==> config.mk <==
export PLATFORM = sky130hd
export DESIGN_NAME = serial_adder_ctrl_flat
export DESIGN_NICKNAME = d
export VERILOG_FILES = /design/src/rtl/serial_adder_ctrl_if.sv /design/src/rtl/serial_adder_ctrl.sv /design/src/flat_wrapper.sv
export SDC_FILE = /design/constraint.sdc
export NUM_CORES = 1
export LEC_CHECK = 0
export CORE_UTILIZATION = 45
export CTS_CLUSTER_SIZE = 24
export DETAILED_ROUTE_END_ITERATION = 8
export GPL_ROUTABILITY_DRIVEN = 0
export PLACE_DENSITY = 0.71
export SYNTH_ARGS = -nofsm -noshare
export SYNTH_HDL_FRONTEND = slang
export SYNTH_SLANG_ARGS = --single-unit
==> constraint.sdc <==
create_clock -name clk -period 3.5 [get_ports clk]
set_clock_uncertainty 0.05 [all_clocks]
set_input_delay 0.7 -clock clk [delete_from_list [all_inputs] [get_ports clk]]
set_output_delay 0.7 -clock clk [all_outputs]
set_load 0.05 [all_outputs]
==> src/rtl/serial_adder_ctrl_if.sv <==
// Request/result bundle between a requester and the serial adder sequencer.
// Operand and result widths follow NIBBLES so both ends agree on W = 4*NIBBLES.
interface serial_adder_ctrl_if #(
    parameter int NIBBLES = 4
);
    localparam int W = 4 * NIBBLES;

    logic         start;
    logic         sub;
    logic         cin;
    logic [W-1:0] a;
    logic [W-1:0] b;
    logic         ready;
    logic         done;
    logic [W-1:0] sum;
    logic         cout;
    logic         overflow;

    modport master (
        output start, sub, cin, a, b,
        input  ready, done, sum, cout, overflow
    );

    modport slave (
        input  start, sub, cin, a, b,
        output ready, done, sum, cout, overflow
    );
endinterface

==> src/rtl/serial_adder_ctrl.sv <==
// Wide add/subtract built from one 4-bit adder slice reused over NIBBLES cycles,
// least significant nibble first, with the carry kept in a register between cycles.
module serial_adder_ctrl #(
    parameter int NIBBLES = 4
) (
    input  logic               clk,
    input  logic               rst,
    serial_adder_ctrl_if.slave bus
);
    localparam int IW = (NIBBLES > 1) ? $clog2(NIBBLES) : 1;
    localparam logic [IW-1:0] LAST = IW'(NIBBLES - 1);

    typedef enum logic [1:0] {
        IDLE,
        RUN,
        DONE
    } state_t;

    state_t state, state_next;

    logic [NIBBLES-1:0][3:0] opa;
    logic [NIBBLES-1:0][3:0] opb;
    logic [NIBBLES-1:0][3:0] sum_q;
    logic                    carry;
    logic                    cout_q;
    logic                    ovf_q;
    logic [IW-1:0]           idx;

    logic       accept;
    logic       ready;
    logic       done;
    logic [3:0] na;
    logic [3:0] nb;
    logic [4:0] slice_full;
    logic [3:0] slice_sum;
    logic       slice_co;
    logic       carry3;

    always_ff @(posedge clk) begin
        if (rst) begin
            state <= IDLE;
        end else begin
            state <= state_next;
        end
    end

    always_comb begin
        state_next = state;
        accept     = 1'b0;
        ready      = 1'b0;
        done       = 1'b0;
        case (state)
            IDLE: begin
                ready = 1'b1;
                if (bus.start) begin
                    accept     = 1'b1;
                    state_next = RUN;
                end
            end
            RUN: begin
                if (idx == LAST) begin
                    state_next = DONE;
                end
            end
            DONE: begin
                done       = 1'b1;
                state_next = IDLE;
            end
            default: state_next = IDLE;
        endcase
    end

    // The carry into bit 3 is recovered from the sum bit, avoiding a second adder.
    assign na         = opa[idx];
    assign nb         = opb[idx];
    assign slice_full = {1'b0, na} + {1'b0, nb} + {4'b0000, carry};
    assign slice_sum  = slice_full[3:0];
    assign slice_co   = slice_full[4];
    assign carry3     = na[3] ^ nb[3] ^ slice_sum[3];

    always_ff @(posedge clk) begin
        if (rst) begin
            opa    <= '0;
            opb    <= '0;
            sum_q  <= '0;
            carry  <= 1'b0;
            cout_q <= 1'b0;
            ovf_q  <= 1'b0;
            idx    <= '0;
        end else if (accept) begin
            // Subtraction is a + ~b + 1, so cin only matters for add.
            opa   <= bus.a;
            opb   <= bus.sub ? ~bus.b : bus.b;
            carry <= bus.sub ? 1'b1 : bus.cin;
            idx   <= '0;
        end else if (state == RUN) begin
            sum_q[idx] <= slice_sum;
            carry      <= slice_co;
            idx        <= idx + IW'(1);
            if (idx == LAST) begin
                cout_q <= slice_co;
                ovf_q  <= carry3 ^ slice_co;
            end
        end
    end

    assign bus.ready    = ready;
    assign bus.done     = done;
    assign bus.sum      = sum_q;
    assign bus.cout     = cout_q;
    assign bus.overflow = ovf_q;
endmodule

==> src/flat_wrapper.sv <==
// flat-port wrapper written by rule: the top's interface ports become plain ports
module serial_adder_ctrl_flat 
#(
    parameter int NIBBLES = 4
)
  (clk, rst, bus_start, bus_sub, bus_cin, bus_a, bus_b, bus_ready, bus_done, bus_sum, bus_cout, bus_overflow);
  serial_adder_ctrl_if #(.NIBBLES(NIBBLES)) bus_i ();
  input  logic clk;
  input  logic rst;
  input wire logic [$bits(bus_i.start)-1:0] bus_start;
  input wire logic [$bits(bus_i.sub)-1:0] bus_sub;
  input wire logic [$bits(bus_i.cin)-1:0] bus_cin;
  input wire logic [$bits(bus_i.a)-1:0] bus_a;
  input wire logic [$bits(bus_i.b)-1:0] bus_b;
  output wire logic [$bits(bus_i.ready)-1:0] bus_ready;
  output wire logic [$bits(bus_i.done)-1:0] bus_done;
  output wire logic [$bits(bus_i.sum)-1:0] bus_sum;
  output wire logic [$bits(bus_i.cout)-1:0] bus_cout;
  output wire logic [$bits(bus_i.overflow)-1:0] bus_overflow;
  assign bus_i.start = bus_start;
  assign bus_i.sub = bus_sub;
  assign bus_i.cin = bus_cin;
  assign bus_i.a = bus_a;
  assign bus_i.b = bus_b;
  assign bus_ready = bus_i.ready;
  assign bus_done = bus_i.done;
  assign bus_sum = bus_i.sum;
  assign bus_cout = bus_i.cout;
  assign bus_overflow = bus_i.overflow;
  serial_adder_ctrl #(.NIBBLES(NIBBLES)) u_core (.clk(clk), .rst(rst), .bus(bus_i));
endmodule
==> impl_metrics.xml, run 1 <==
<?xml version="1.0" encoding="UTF-8"?>
<metrics>
  <group name="status">
    <metric name="outcome" unit="">finished, final reports clean</metric>
  </group>
  <group name="cts">
    <metric name="clock_path_buffers" unit="">2</metric>
    <metric name="tritoncts.num_buffers" unit="">5</metric>
    <metric name="clkTransAtPathRegs" unit="ns">0.09</metric>
    <metric name="post_cts_resized" unit="">0</metric>
    <metric name="cts_setup_buffers" unit="">0</metric>
    <metric name="hold_buffers" unit="">0</metric>
    <metric name="worstSkewPairLatency" unit="ns">0.31</metric>
    <metric name="clockRootBuffer" unit="">sky130_fd_sc_hd__clkbuf_8</metric>
    <metric name="tritoncts" unit="">done</metric>
    <metric name="clock_sinks" unit="">55</metric>
    <metric name="h_tree_lvl_count" unit="">2</metric>
  </group>
  <group name="final_layout">
    <metric name="drive_gt1_share" unit="%">11.9</metric>
    <metric name="layoutNonFillerInstCount" unit="">390</metric>
    <metric name="layout.cell_area.non_filler" unit="um^2">3210</metric>
    <metric name="num-nets-final" unit="">363</metric>
    <metric name="insertedDiodeCount" unit="">0</metric>
    <metric name="fillCellCount" unit="">534</metric>
    <metric name="layout-area-overhead-vs-synth" unit="%">23.9</metric>
    <metric name="post-route-util" unit="%">57.9</metric>
  </group>
  <group name="critical_path">
    <metric name="max_stage_delay" unit="ns">0.60</metric>
    <metric name="critPathRequiredTime" unit="ns">3.68</metric>
    <metric name="timing_worst_setup_path_type" unit="">reg2reg</metric>
    <metric name="crit_path_max_fanout" unit="">11</metric>
    <metric name="chain_of_cells_forming_the_critical_path" unit="">mux4_2 &gt; inv_1 &gt; fa_1 &gt; fa_1 &gt; nand2b_1 &gt; a21oi_1 &gt; a211oi_1 &gt; nor3_1</metric>
    <metric name="type_of_element_launching_the_critical_path" unit="">flip-flop</metric>
    <metric name="worst_reg_to_reg_path_cell_count" unit="">8</metric>
    <metric name="critical_path.slowest_cell" unit="">sky130_fd_sc_hd__dfxtp_1</metric>
    <metric name="launching_point_of_the_worst_reg2reg_path" unit="">u_core.idx[1]$_SDFFE_PP0P_</metric>
    <metric name="crit-reg2reg-capture" unit="">u_core.carry$_SDFFE_PP0P_</metric>
    <metric name="critical-path-top-cell-by-count" unit="">sky130_fd_sc_hd__fa_1</metric>
    <metric name="setup.worst_path.end_class" unit="">flip-flop</metric>
    <metric name="worstSetupStartpoint" unit="">u_core.idx[1]$_SDFFE_PP0P_</metric>
    <metric name="arrival" unit="ns">2.85</metric>
    <metric name="worst_setup_path_endpoint" unit="">u_core.carry$_SDFFE_PP0P_</metric>
    <metric name="rrSetupSlack" unit="ns">0.83</metric>
  </group>
  <group name="die">
    <metric name="die_y" unit="um">77.9</metric>
    <metric name="coreArea" unit="um^2">5540</metric>
    <metric name="io_pins" unit="">57</metric>
    <metric name="row_count" unit="">27</metric>
    <metric name="die-width" unit="um">77.9</metric>
    <metric name="floorplan.die_area" unit="um^2">6060</metric>
    <metric name="initial_utilization" unit="%">46.7</metric>
  </group>
  <group name="place">
    <metric name="place.detailed.instances" unit="">382</metric>
    <metric name="portBuffers" unit="">56</metric>
    <metric name="placed_cell_area" unit="um^2">3130</metric>
    <metric name="dpl_worst_slack" unit="ns">0.836</metric>
    <metric name="post-dp-hpwl" unit="mm">3.66</metric>
  </group>
  <group name="route">
    <metric name="wl" unit="mm">5.02</metric>
    <metric name="route.detailed.drc" unit="">0</metric>
    <metric name="drtAntennaViolNets" unit="">0</metric>
    <metric name="post_drt_wl_per_cell" unit="um">12.9</metric>
    <metric name="routed_via_density" unit="">4.98</metric>
    <metric name="detail_route.first_pass.iterations" unit="">4</metric>
    <metric name="vias" unit="">1944</metric>
    <metric name="drtIter0Drc" unit="">82</metric>
  </group>
  <group name="pwr">
    <metric name="report.power.total" unit="mW">1.29</metric>
    <metric name="p_leak" unit="nW">1.10</metric>
    <metric name="power.ir.vdd_worst" unit="uV">183</metric>
    <metric name="cellPowerDensity" unit="nW/um^2">403</metric>
  </group>
  <group name="grt">
    <metric name="antenna_found_initial" unit="">0</metric>
    <metric name="grt_pass1_wl" unit="mm">8.37</metric>
    <metric name="grt_start_max_net_pins" unit="">52</metric>
    <metric name="groute.usage.overall" unit="%">17.6</metric>
    <metric name="via_count_of_the_first_global_routing_pass" unit="">1831</metric>
    <metric name="overflow" unit="">0</metric>
  </group>
  <group name="min_path">
    <metric name="worstHoldPathType" unit="">reg2reg</metric>
    <metric name="worstHoldPathCells" unit="">2</metric>
  </group>
  <group name="sta">
    <metric name="max_clock_freq" unit="MHz">375</metric>
    <metric name="timing.final.crit_period" unit="ns">2.67</metric>
    <metric name="finalSetupTns" unit="ns">0</metric>
    <metric name="timing.final.max_slew_violations" unit="">0</metric>
    <metric name="rsz_0062_raised_after_global_routing" unit="">no</metric>
    <metric name="relSlewSlack" unit="%">38.0</metric>
    <metric name="timing.final.ws_setup" unit="ns">0.830</metric>
    <metric name="period_share" unit="%">76.3</metric>
    <metric name="timing.final.setup_violations" unit="">0</metric>
    <metric name="hold_slack" unit="ns">0.408</metric>
    <metric name="max_slew.worst_pin.slew" unit="ns">0.927</metric>
    <metric name="finalHoldViolations" unit="">0</metric>
  </group>
  <group name="yosys">
    <metric name="synth.top_cell.area_share" unit="%">42.5</metric>
    <metric name="avgSynthCellArea" unit="um^2">9.56</metric>
    <metric name="mappedNetlistArea" unit="um^2">2590</metric>
    <metric name="synth_cells" unit="">271</metric>
    <metric name="yosys_cell_types" unit="">24</metric>
    <metric name="yosysWarnings" unit="">0</metric>
    <metric name="postSynthNetCount" unit="">317</metric>
    <metric name="ys_dominant_reg_cell" unit="">sky130_fd_sc_hd__dfxtp_1</metric>
    <metric name="yosysMostFrequentCell" unit="">sky130_fd_sc_hd__dfxtp_1</metric>
    <metric name="post_synth_top_cells" unit="">55 x sky130_fd_sc_hd__dfxtp_1, 46 x sky130_fd_sc_hd__nand2_1, 32 x sky130_fd_sc_hd__nor2_1, 24 x sky130_fd_sc_hd__a21oi_1, 20 x sky130_fd_sc_hd__xnor2_1</metric>
    <metric name="synth_seq_area_share" unit="%">42.5</metric>
    <metric name="synth_edf_count" unit="">0</metric>
    <metric name="flip_flop_and_latch_count_after_synthesis" unit="">55</metric>
    <metric name="synth_top_cell_by_area" unit="">sky130_fd_sc_hd__dfxtp_1</metric>
    <metric name="cells_taking_the_most_area_after_synthesis" unit="">sky130_fd_sc_hd__dfxtp_1 43%, sky130_fd_sc_hd__a211oi_2 7.7%, sky130_fd_sc_hd__mux4_2 7.0%, sky130_fd_sc_hd__xnor2_1 6.8%, sky130_fd_sc_hd__nand2_1 6.7%</metric>
    <metric name="synth-async-reset-ratio" unit="%">0</metric>
  </group>
  <group name="run">
    <metric name="timing.max_cap.violations" unit="">0</metric>
  </group>
</metrics>
-- layer usage --
metal	wire, um	share of wire (%)	global-route usage [%]
met5	0	0	0
met4	70	1.4	6.23
met3	192	3.8	3.65
met2	2510	50	30.2
met1	2250	45	21.8
-- placed cells by master, fill, tap and decap left out, types with 3 or more instances in the layout --
| cell type | synthesis | final |
|---|---|---|
| sky130_fd_sc_hd__clkdlybuf4s50_1 | 0 | 55 |
| sky130_fd_sc_hd__dfxtp_1 | 55 | 55 |
| sky130_fd_sc_hd__nand2_1 | 46 | 46 |
| sky130_fd_sc_hd__nor2_1 | 32 | 32 |
| sky130_fd_sc_hd__a21oi_1 | 24 | 24 |
| sky130_fd_sc_hd__xnor2_1 | 20 | 20 |
| sky130_fd_sc_hd__a211oi_2 | 16 | 16 |
| sky130_fd_sc_hd__a211oi_1 | 10 | 10 |
| sky130_fd_sc_hd__mux4_2 | 8 | 8 |
| sky130_fd_sc_hd__inv_1 | 7 | 7 |
| sky130_fd_sc_hd__ha_1 | 7 | 7 |
| sky130_fd_sc_hd__nor3_1 | 5 | 5 |
| sky130_fd_sc_hd__clkbuf_8 | 0 | 5 |
| sky130_fd_sc_hd__and2_1 | 5 | 4 |
| sky130_fd_sc_hd__nand3b_1 | 4 | 4 |
| sky130_fd_sc_hd__o31ai_1 | 4 | 4 |
| sky130_fd_sc_hd__buf_4 | 4 | 3 |
-- worst max-delay path, delay by kind of cell (launching register included) --
family | cells | cell delay [ns]
simple gates | 2 | 0.38
fa+ha+maj | 2 | 0.86
compound gates | 2 | 0.36
mux | 1 | 0.28
flops | 1 | 0.60
buf+inv | 1 | 0.05
-- worst min path at each step --
stage,end,start
global route,u_core.opa[11]$_SDFFE_PP0P_,u_core.opa[11]$_SDFFE_PP0P_
floorplan,u_core.opa[10]$_SDFFE_PP0P_,u_core.opa[10]$_SDFFE_PP0P_
CTS,u_core.bus.sum[6]$_SDFFE_PP0P_,u_core.bus.sum[6]$_SDFFE_PP0P_
detailed placement,u_core.bus.sum[6]$_SDFFE_PP0P_,u_core.bus.sum[6]$_SDFFE_PP0P_
global placement,u_core.bus.sum[6]$_SDFFE_PP0P_,u_core.bus.sum[6]$_SDFFE_PP0P_
finish,u_core.bus.sum[14]$_SDFFE_PP0P_,u_core.bus.sum[14]$_SDFFE_PP0P_
-- area by class of cell --
| type | count | area [um^2] | area share, % |
|---|---|---|---|
| Timing Repair Buffer | 59 | 578 | 18.0 |
| Tap cell | 72 | 90.1 | 2.81 |
| Clock buffer | 7 | 76.3 | 2.38 |
| Inverter | 7 | 26.3 | 0.819 |
| Sequential cell | 55 | 1100 | 34.3 |
| Multi-Input combinational cell | 189 | 1330 | 41.5 |
| Clock inverter | 1 | 5.00 | 0.156 |
-- power by group --
part / switching (mW) / internal (mW)
clock: 0.194 / 0.141
sequential: 0.0235 / 0.663
combinational: 0.146 / 0.127
-- kinds of logic (layout without fill, tap and decap cells) --
| logic type | after synthesis | count (layout) | synth area share, % |
|---|---|---|---|
| adder cells (fa/ha/maj) | 9 | 9 | 4.93 |
| XOR/XNOR | 20 | 20 | 6.76 |
| flip-flops | 55 | 55 | 42.5 |
| buffers and inverters | 27 | 74 | 6.14 |
| AO/OA/AOI/OAI | 55 | 55 | 16.8 |
| multiplexers | 8 | 8 | 6.96 |
| AND/OR/NAND/NOR | 97 | 97 | 15.9 |
-- sequential cells by signal (all words and copies together), names as in the netlist --
register / flops
u_core.bus.cout: 1
u_core.idx: 2
u_core.bus.sum: 16
u_core.opa: 16
u_core.carry: 1
u_core.state: 2
u_core.opb: 16
u_core.bus.overflow: 1
Power figures use the tool's default switching activity.
==> run 2: changes to the inputs <==
PLACE_DENSITY = 0.74   (was 0.71)
clock period = 2.43 ns   (was 3.5 ns; I/O delays follow)
==> run 2 against run 1 <==
Compared with the run above: non-clock buffer count is 6 higher; hold slack better by 0.0030 ns; sequential power is 44% higher; global-route usage is 1.3 points higher; largest cell class unchanged; first-iteration DRC count is 3.7% higher; critical path depth stayed put; cell count is 1.3% higher; clock power is 74% higher.
==> impl_metrics.xml, run 2 (synthesis gave the netlist of run 1 again) <==
<?xml version="1.0" encoding="UTF-8"?>
<metrics>
  <group name="status">
    <metric name="outcome" unit="">finished, final reports clean</metric>
  </group>
  <group name="route">
    <metric name="route.detailed.drc" unit="">0</metric>
    <metric name="wl" unit="mm">5.21</metric>
    <metric name="detail_route.first_pass.iterations" unit="">4</metric>
    <metric name="drtIter0Drc" unit="">85</metric>
    <metric name="routed_via_density" unit="">5.00</metric>
    <metric name="post_drt_wl_per_cell" unit="um">13.2</metric>
    <metric name="drtAntennaViolNets" unit="">0</metric>
    <metric name="vias" unit="">1974</metric>
  </group>
  <group name="critical_path">
    <metric name="arrival" unit="ns">2.47</metric>
    <metric name="max_stage_delay" unit="ns">0.38</metric>
    <metric name="critical-path-top-cell-by-count" unit="">sky130_fd_sc_hd__fa_2</metric>
    <metric name="chain_of_cells_forming_the_critical_path" unit="">mux4_2 &gt; inv_1 &gt; fa_2 &gt; fa_2 &gt; nand2b_1 &gt; a21oi_2 &gt; xnor2_1 &gt; a211oi_1</metric>
    <metric name="crit-reg2reg-capture" unit="">u_core.bus.overflow$_SDFFE_PP0P_</metric>
    <metric name="setup.worst_path.end_class" unit="">flip-flop</metric>
    <metric name="launching_point_of_the_worst_reg2reg_path" unit="">u_core.idx[0]$_SDFFE_PP0P_</metric>
    <metric name="timing_worst_setup_path_type" unit="">reg2reg</metric>
    <metric name="timing.critical_path.buf_inv" unit="">1</metric>
    <metric name="critical_path.slowest_cell" unit="">sky130_fd_sc_hd__fa_2</metric>
    <metric name="rrSetupSlack" unit="ns">0.13</metric>
    <metric name="crit_path_max_fanout" unit="">4</metric>
    <metric name="critPathRequiredTime" unit="ns">2.60</metric>
    <metric name="worst_reg_to_reg_path_cell_count" unit="">8</metric>
    <metric name="type_of_element_launching_the_critical_path" unit="">flip-flop</metric>
    <metric name="top_cell_family_by_delay_on_the_critical_path" unit="">adder cells</metric>
  </group>
  <group name="final_layout">
    <metric name="final_common_cell" unit="">sky130_fd_sc_hd__clkdlybuf4s50_1</metric>
    <metric name="layoutNonFillerInstCount" unit="">395</metric>
    <metric name="num-nets-final" unit="">369</metric>
    <metric name="fillCellCount" unit="">502</metric>
    <metric name="layout-area-overhead-vs-synth" unit="%">27.7</metric>
    <metric name="mostFrequentLayoutCells" unit="">55 x sky130_fd_sc_hd__clkdlybuf4s50_1, 54 x sky130_fd_sc_hd__dfxtp_1, 46 x sky130_fd_sc_hd__nand2_1</metric>
    <metric name="layout.cell_area.non_filler" unit="um^2">3310</metric>
    <metric name="insertedDiodeCount" unit="">0</metric>
    <metric name="drive_gt1_share" unit="%">15.5</metric>
    <metric name="post-route-util" unit="%">59.7</metric>
  </group>
  <group name="cts">
    <metric name="h_tree_lvl_count" unit="">2</metric>
    <metric name="hold_buffers" unit="">0</metric>
    <metric name="tritoncts.num_buffers" unit="">5</metric>
    <metric name="tritoncts" unit="">done</metric>
    <metric name="cts_setup_buffers" unit="">0</metric>
    <metric name="clkTransAtPathRegs" unit="ns">0.09</metric>
    <metric name="clockRootBuffer" unit="">sky130_fd_sc_hd__clkbuf_8</metric>
    <metric name="worstSkewPairLatency" unit="ns">0.31</metric>
    <metric name="clock_sinks" unit="">55</metric>
    <metric name="clock_path_buffers" unit="">2</metric>
  </group>
  <group name="sta">
    <metric name="timing.final.max_slew_violations" unit="">0</metric>
    <metric name="finalHoldViolations" unit="">0</metric>
    <metric name="max_slew.worst_pin.slew" unit="ns">0.607</metric>
    <metric name="rsz_0062_raised_after_global_routing" unit="">no</metric>
    <metric name="period_share" unit="%">94.5</metric>
    <metric name="timing.final.ws_setup" unit="ns">0.134</metric>
    <metric name="timing.final.crit_period" unit="ns">2.30</metric>
    <metric name="relSlewSlack" unit="%">59.5</metric>
    <metric name="hold_slack" unit="ns">0.411</metric>
    <metric name="finalSetupTns" unit="ns">0</metric>
    <metric name="max_clock_freq" unit="MHz">436</metric>
    <metric name="timing.final.setup_violations" unit="">0</metric>
  </group>
  <group name="min_path">
    <metric name="hp-start" unit="">u_core.opa[15]$_SDFFE_PP0P_</metric>
    <metric name="worstHoldPathType" unit="">reg2reg</metric>
    <metric name="worstHoldPathCells" unit="">2</metric>
    <metric name="holdPathEnd" unit="">u_core.opa[15]$_SDFFE_PP0P_</metric>
  </group>
  <group name="place">
    <metric name="portBuffers" unit="">56</metric>
    <metric name="dpl_worst_slack" unit="ns">-0.0353</metric>
    <metric name="placed_cell_area" unit="um^2">3190</metric>
    <metric name="place.detailed.instances" unit="">388</metric>
    <metric name="post-dp-hpwl" unit="mm">3.91</metric>
  </group>
  <group name="pwr">
    <metric name="power.ir.vdd_worst" unit="uV">337</metric>
    <metric name="p_leak" unit="nW">1.14</metric>
    <metric name="cellPowerDensity" unit="nW/um^2">602</metric>
    <metric name="report.power.total" unit="mW">1.99</metric>
  </group>
  <group name="die">
    <metric name="initial_utilization" unit="%">46.7</metric>
    <metric name="io_pins" unit="">57</metric>
    <metric name="floorplan.die_area" unit="um^2">6060</metric>
    <metric name="coreArea" unit="um^2">5540</metric>
    <metric name="die_y" unit="um">77.9</metric>
    <metric name="row_count" unit="">27</metric>
    <metric name="die-width" unit="um">77.9</metric>
  </group>
  <group name="grt">
    <metric name="via_count_of_the_first_global_routing_pass" unit="">1966</metric>
    <metric name="groute.usage.overall" unit="%">19.0</metric>
    <metric name="antenna_found_initial" unit="">0</metric>
    <metric name="overflow" unit="">0</metric>
    <metric name="grt_start_max_net_pins" unit="">37</metric>
    <metric name="grt_pass1_wl" unit="mm">9.00</metric>
  </group>
  <group name="run">
    <metric name="timing.max_cap.violations" unit="">0</metric>
  </group>
</metrics>
-- run 2: cell count changes in the layout (fill, tap and decap cells not counted) --
cell and delta:
sky130_fd_sc_hd__fa_2 +2, sky130_fd_sc_hd__clkinv_2 -1, sky130_fd_sc_hd__buf_12 +1, sky130_fd_sc_hd__buf_4 +5
sky130_fd_sc_hd__a21oi_1 -2, sky130_fd_sc_hd__dfxtp_1 -1, sky130_fd_sc_hd__dfxtp_2 +1, sky130_fd_sc_hd__xnor2_1 -1
sky130_fd_sc_hd__a21oi_2 +2, sky130_fd_sc_hd__clkbuf_1 -1, sky130_fd_sc_hd__xnor2_2 +1, sky130_fd_sc_hd__bufinv_16 +1
sky130_fd_sc_hd__fa_1 -2
-- run 2: cell type report --
type,instances,area [um^2],area share (%)
clock buffer,6,72.6,2.19
clock inverter,1,30.0,0.908
inverter,7,26.3,0.794
multi-input combinational,189,1350,40.8
sequential,55,1100,33.3
tap,72,90.1,2.72
timing repair buffer,65,636,19.2
-- run 2: per-layer routing --
metal  track usage [%]  vias to the layer above  routed length [um]
li1                  -                     1017                   -
met1              24.0                      899                2300
met2              32.1                       50                2600
met3              4.12                        8                 224
met4              5.85                        0                  80
met5                 0                        -                   0
-- run 2: what timing repair did --
item                                    in CTS  in global routing
endpoints found under the setup margin       5                  5
pin swaps                                    1                  1
resized for setup                            3                  2
-- run 2: worst max-delay path by stage --
stage,start,endpoint,cells past startpoint
after floorplan,u_core.idx[0]$_SDFFE_PP0P_,u_core.bus.overflow$_SDFFE_PP0P_,9
after global placement,u_core.idx[0]$_SDFFE_PP0P_,u_core.bus.sum[11]$_SDFFE_PP0P_,7
after detailed placement,u_core.idx[0]$_SDFFE_PP0P_,u_core.bus.sum[7]$_SDFFE_PP0P_,7
after CTS,u_core.idx[0]$_SDFFE_PP0P_,u_core.bus.overflow$_SDFFE_PP0P_,8
after global routing,u_core.idx[0]$_SDFFE_PP0P_,u_core.bus.sum[3]$_SDFFE_PP0P_,7
final,u_core.idx[0]$_SDFFE_PP0P_,u_core.bus.overflow$_SDFFE_PP0P_,8
-- run 2: power by group --
group,leakage (nW),switching [mW],internal [mW],total [mW]
logic,0.642,0.222,0.201,0.423
registers,0.451,0.0301,0.955,0.985
clock network,0.0513,0.281,0.302,0.583
-- run 2: worst reg2reg max path: cells and delay by family (launching register included) --
family / cells / cell delay [ns]
XOR/XNOR: 1 / 0.08
buffers and inverters: 1 / 0.05
flip-flops: 1 / 0.36
adder cells (fa/ha/maj): 2 / 0.74
AO/OA/AOI/OAI: 2 / 0.43
multiplexers: 1 / 0.33
AND/OR/NAND/NOR: 1 / 0.16
